--- src/rtl/atan_qfold.sv ---
// atan_qfold: quadrant-folding front end for a combinational CORDIC arctan core.
// Optional macro ATAN_QFOLD_ZERO_EN flags (0,0) inputs via out_zero with a forced zero angle.
module atan_qfold #(
  parameter int DEPTH    = 4,
  parameter int ANG_FRAC = 22
) (
  input  logic        clk,
  input  logic        rst_n,
  input  logic        in_valid,
  output logic        in_ready,
  input  logic [31:0] in_x,
  input  logic [31:0] in_y,
  output logic [31:0] core_x,
  output logic [31:0] core_y,
  input  logic [31:0] core_angle,
  output logic        out_valid,
  input  logic        out_ready,
  output logic [31:0] out_angle,
  output logic        out_zero
);
  // state | meaning            (same encoding for stage F and stage R)
  // EMPTY | no vector held
  // FULL  | holds a vector / result
  typedef enum logic {EMPTY = 1'b0, FULL = 1'b1} stage_t;

  localparam int AW = (DEPTH > 1) ? $clog2(DEPTH) : 1;
  localparam logic [AW:0] FIFO_FULL = (AW+1)'(DEPTH);
  localparam logic signed [33:0] HALF  = 34'sd180 <<< ANG_FRAC;
  localparam logic signed [33:0] NHALF = -HALF;
  localparam logic signed [33:0] TURN  = 34'sd360 <<< ANG_FRAC;
  localparam logic [31:0] MIN_INT = 32'h8000_0000;
  localparam logic [31:0] MAX_INT = 32'h7fff_ffff;

  logic [31:0]   mem_x [DEPTH];
  logic [31:0]   mem_y [DEPTH];
  logic [AW-1:0] wr_ptr, rd_ptr;
  logic [AW:0]   count;
  logic          live;
  stage_t        f_state, f_next, r_state, r_next;
  logic signed [33:0] f_corr;
  logic          push, pop, fifo_empty, f_adv, r_drain;
  logic [31:0]   hx, hy, fx, fy;
  logic signed [33:0] fcorr_d, wrapped;

  assign fifo_empty = (count == '0);
  assign in_ready   = live && (count != FIFO_FULL);
  assign push       = in_valid && in_ready;
  assign f_adv      = (f_state == FULL) && ((r_state == EMPTY) || out_ready);
  assign pop        = !fifo_empty && ((f_state == EMPTY) || f_adv);
  assign r_drain    = (r_state == FULL) && out_ready;
  assign out_valid  = (r_state == FULL);

  always_ff @(posedge clk) begin
    if (push) begin
      mem_x[wr_ptr] <= in_x;
      mem_y[wr_ptr] <= in_y;
    end
  end

  always_ff @(posedge clk or negedge rst_n) begin
    if (!rst_n) begin
      live   <= 1'b0;
      wr_ptr <= '0;
      rd_ptr <= '0;
      count  <= '0;
    end else begin
      live <= 1'b1;
      if (push) wr_ptr <= wr_ptr + 1'b1;
      if (pop)  rd_ptr <= rd_ptr + 1'b1;
      case ({push, pop})
        2'b10:   count <= count + 1'b1;
        2'b01:   count <= count - 1'b1;
        default: count <= count;
      endcase
    end
  end

  // Fold the FIFO head into the right half-plane; -2^31 negates to 2^31-1.
  always_comb begin
    hx      = mem_x[rd_ptr];
    hy      = mem_y[rd_ptr];
    fx      = hx;
    fy      = hy;
    fcorr_d = '0;
    if (hx[31]) begin
      fx      = (hx == MIN_INT) ? MAX_INT : (~hx + 32'd1);
      fy      = (hy == MIN_INT) ? MAX_INT : (~hy + 32'd1);
      fcorr_d = hy[31] ? NHALF : HALF;
    end
  end

  always_comb begin
    f_next = f_state;
    r_next = r_state;
    case (f_state)
      EMPTY:   if (pop) f_next = FULL;
      FULL:    if (f_adv && !pop) f_next = EMPTY;
      default: f_next = EMPTY;
    endcase
    case (r_state)
      EMPTY:   if (f_adv) r_next = FULL;
      FULL:    if (r_drain && !f_adv) r_next = EMPTY;
      default: r_next = EMPTY;
    endcase
  end

  // Two wrap steps cover any 32-bit core angle plus the half-turn correction.
  always_comb begin
    wrapped = {{2{core_angle[31]}}, core_angle} + f_corr;
    for (int i = 0; i < 2; i++) begin
      if (wrapped > HALF)        wrapped = wrapped - TURN;
      else if (wrapped <= NHALF) wrapped = wrapped + TURN;
    end
  end

  always_ff @(posedge clk or negedge rst_n) begin
    if (!rst_n) begin
      f_state <= EMPTY;
      r_state <= EMPTY;
    end else begin
      f_state <= f_next;
      r_state <= r_next;
    end
  end

  always_ff @(posedge clk or negedge rst_n) begin
    if (!rst_n) begin
      core_x <= '0;
      core_y <= '0;
      f_corr <= '0;
    end else if (pop) begin
      core_x <= fx;
      core_y <= fy;
      f_corr <= fcorr_d;
    end
  end

`ifdef ATAN_QFOLD_ZERO_EN
  logic f_zero;

  always_ff @(posedge clk or negedge rst_n) begin
    if (!rst_n) begin
      f_zero    <= 1'b0;
      out_angle <= '0;
      out_zero  <= 1'b0;
    end else begin
      if (pop) f_zero <= (hx == '0) && (hy == '0);
      if (f_adv) begin
        out_angle <= f_zero ? 32'd0 : wrapped[31:0];
        out_zero  <= f_zero;
      end
    end
  end
`else
  assign out_zero = 1'b0;

  always_ff @(posedge clk or negedge rst_n) begin
    if (!rst_n)     out_angle <= '0;
    else if (f_adv) out_angle <= wrapped[31:0];
  end
`endif
endmodule
--- config.mk ---
export PLATFORM = sky130hd
export DESIGN_NAME = atan_qfold
export DESIGN_NICKNAME = d
export VERILOG_FILES = /design/src/rtl/atan_qfold.sv
export SDC_FILE = /design/constraint.sdc
export NUM_CORES = 1
export LEC_CHECK = 0
export CAP_MARGIN = 40
export CORE_UTILIZATION = 35
export DETAILED_ROUTE_END_ITERATION = 12
export PLACE_DENSITY = 0.5
export SLEW_MARGIN = 20
export SYNTH_ARGS = -nofsm -noshare
export SYNTH_HDL_FRONTEND = slang
export SYNTH_SLANG_ARGS = --single-unit
--- constraint.sdc ---
create_clock -name clk -period 4.52 [get_ports clk]
set_input_delay 0.678 -clock clk [delete_from_list [all_inputs] [get_ports clk]]
set_output_delay 0.678 -clock clk [all_outputs]
set_load 0.02 [all_outputs]
==> metrics <==
Mapped Cells=roughly 1200; hold buffer count at CTS=0; vias per cell=roughly 5; Finished Layout Cells=about 2100; post-detail-place hpwl=~28 mm; Worst-Margin Slew=between 700 and 800 ps; Tcrit/Tclk final=a little over 90%; die footprint=0.0471 mm²; core area=between 0.04 and 0.05 mm²; Worst Setup Slack, final=394 ps; Yosys reg bits=approximately 370; first-pass GRT wire length=approximately 64 mm; Place WS=-192 ps; H-tree Lvls=2; Final Hold Fails=0; cells on worst reg2reg path=15; max_slew headroom=47.9%; io pins=around 200; crit path DAT=approximately 4600 ps; required time worst endpoint=roughly 5000 ps; clock-pin transition on the worst setup and hold timing paths=approximately 60 ps; Max Clock Freq=around 240 MHz; synth warn=0; RSZ-0062 raised after global routing=false; status=finished clean; P_leak=between 7 and 8 nW; Total Wirelength=roughly 40 mm; pin count of the biggest net entering global routing=63; Worst Setup Start Kind=primary input; final period demand of the worst path=between 4000 and 5000 ps; Clock Sink Count=365; Avg WL per Cell=a little under 20 µm; initial antenna violation count=5; Area growth, synth to finish=28.1%; number of global-route vias before repair=roughly 11000; grt total ovfl=0; syn nets=about 1300; critical path type=primary input to flip-flop; CP endpoint kind=flip-flop; Synth cell types=93; CTS tree=built; Cell Count Post-Placement=around 2000; critical-path maximum fanout=6; die height=approximately 220 µm; Root Driver=clkbuf_16; Rows=between 70 and 80; number of I/O port buffers=197; post-route ant nets=0; worst skew pair latency=560 ps; drt pass-1 iters=4; remaining routing DRC violations=0; total CTS buffers=41; Setup Skew=roughly 15 ps; worst r2r src=f_corr[24]; PwrDens=795 mW/mm²; share of flip-flops with an asynchronous set or reset=between 20% and 30%; reg2reg setup slack=540 ps; max cap viols=0; Hold WC Path Type=primary input to asynchronous set/reset pin; GRT Total Usage=between 10% and 20%; final-layout fill cell count=about 4200; Multi-input gate area=~0.0054 mm²; number of synthesized flops with an enable pin=256; post-synthesis sequential area ratio=around 64%; die span in x=217 µm; CTS max path bufs=3; Final GP Congestion=just over 0.9; Final nets=roughly 1600; Synth Flop Type=edfxtp_1; post-synthesis cell area=~0.016 mm²; worst vdd ir=between 0.0004 and 0.0005 V; FF+latch area=between 0.01 and 0.015 mm²; DR iter-0 viols=~600; syn avg cell area=around 14 µm²; max-slew violations=0; Initial Utilization=between 30% and 40%; # setup viols final=0; fraction of layout cells with a size suffix above 1=between 15 and 20%; RR Endpoint=out_angle[30]; Setup TNS Final=0 ps; vias=about 10000; postcts setup bufs=0
worst max-delay path, stage by stage:
cell             delay (ps)
clkdlybuf4s50_1         410
ha_1                    230
fa_1                    450
a211o_1                 300
o211a_2                 130
buf_4                   150
nor4_2                  380
o311ai_1                190
o21ai_1                 270
o22ai_2                 130
xnor2_2                 170
o31ai_2                 290
a31oi_2                 210
buf_4                   200
a2111oi_2               280
nor3_1                   80
final cells by class:
| type | instances | share of cell area, % |
|---|---|---|
| timing repair buffer | 284 | 13.0 |
| inverter | 28 | 0.507 |
| antenna | 3 | 0.0362 |
| clock inverter | 23 | 0.881 |
| clock buffer | 53 | 5.42 |
| multi-input combinational | 708 | 26.3 |
| tap | 600 | 3.62 |
| sequential | 365 | 50.3 |
flip-flops by register name (all words and copies together) (netlist names), 2 cells and up:
register,cells
core_x,32
core_y,32
count,3
f_corr,3
mem_x,128
mem_y,128
out_angle,32
rd_ptr,2
wr_ptr,2
synth_stat cells (7+ instances only):
cell	n	area (µm²)
a21o_1	7	52.6
a21oi_1	95	475
a31oi_1	12	75.1
and2_1	7	43.8
and3_1	9	56.3
buf_2	15	75.1
clkbuf_1	27	101
dfrtp_1	109	2730
edfxtp_1	256	7690
ha_1	20	250
inv_1	26	97.6
mux4_2	63	1420
nand2_1	119	447
nor2_1	111	417
nor3_1	14	70.1
nor4_1	13	81.3
o211ai_1	8	60.1
o21ai_0	22	110
o31ai_1	7	52.6
or3_1	9	56.3
xnor2_1	42	368
xor2_1	28	245
cell families after synthesis:
logic type	synth area share [%]
adder cells (fa/ha/maj)	1.79
multiplexers	8.96
AO/OA/AOI/OAI	9.04
AND/OR/NAND/NOR	9.44
XOR/XNOR	4.09
other	0.0464
buffers and inverters	2.25
flip-flops	64.4
placed cells by master, fill, tap and decap left out, drive strengths merged, types with 13 or more instances in the layout:
cell	Yosys	final
xnor2	45	45
nor4	15	15
a31oi	13	13
nor3	15	15
xor2	28	28
buf	26	88
mux4	63	63
clkdlybuf4s50	0	196
o21ai	30	30
clkbuf	27	53
nor2	113	113
a21oi	95	95
clkinv	0	19
dfrtp	109	109
ha	20	20
inv	28	29
edfxtp	256	256
nand2	120	120
worst max-delay path by stage:
stage	slack, ps	startpoint	endpoint
after detailed placement	-190	core_angle[24]	out_angle[31]
after floorplan	400	core_angle[24]	out_angle[31]
after global placement	-140	core_angle[24]	out_angle[31]
after global routing	50	core_angle[24]	out_angle[31]
final	390	core_angle[24]	out_angle[30]
after CTS	410	core_angle[24]	out_angle[30]
layer usage:
layer	vias to the layer above	GRT usage, %	share of wire, %
met4	4	4.74	1.7
met1	5188	23.6	44
met2	223	29.7	49
met3	51	3.73	5.2
met5	-	0	0.056
li1	4895	-	-
report_power, final:
group,switching (mW),internal (mW),total [mW]
Combinational,4.64,3.85,8.49
Clock,1.33,1.92,3.26
Sequential,0.401,4.33,4.73
what timing repair did:
item / in CTS / in global routing
endpoints found under the setup margin: 0 / 2
endpoints found under the hold margin: 0 / 0
gates resized for setup: 0 / 1
through the flow:
step | instance area [µm²] | hold WS, ps | power, mW | util [%]
after floorplan | 16200 | 382 | 10.2 | -
after global placement | 19400 | 459 | 13.3 | 42.6
after detailed placement | 19400 | 461 | 13.3 | 42.6
after CTS | 20700 | 38.6 | 16.7 | 45.5
after global routing | 20700 | 67.0 | 17.6 | 45.6
final | 20700 | 50.2 | 16.5 | 45.6
Power figures use the tool's default switching activity.
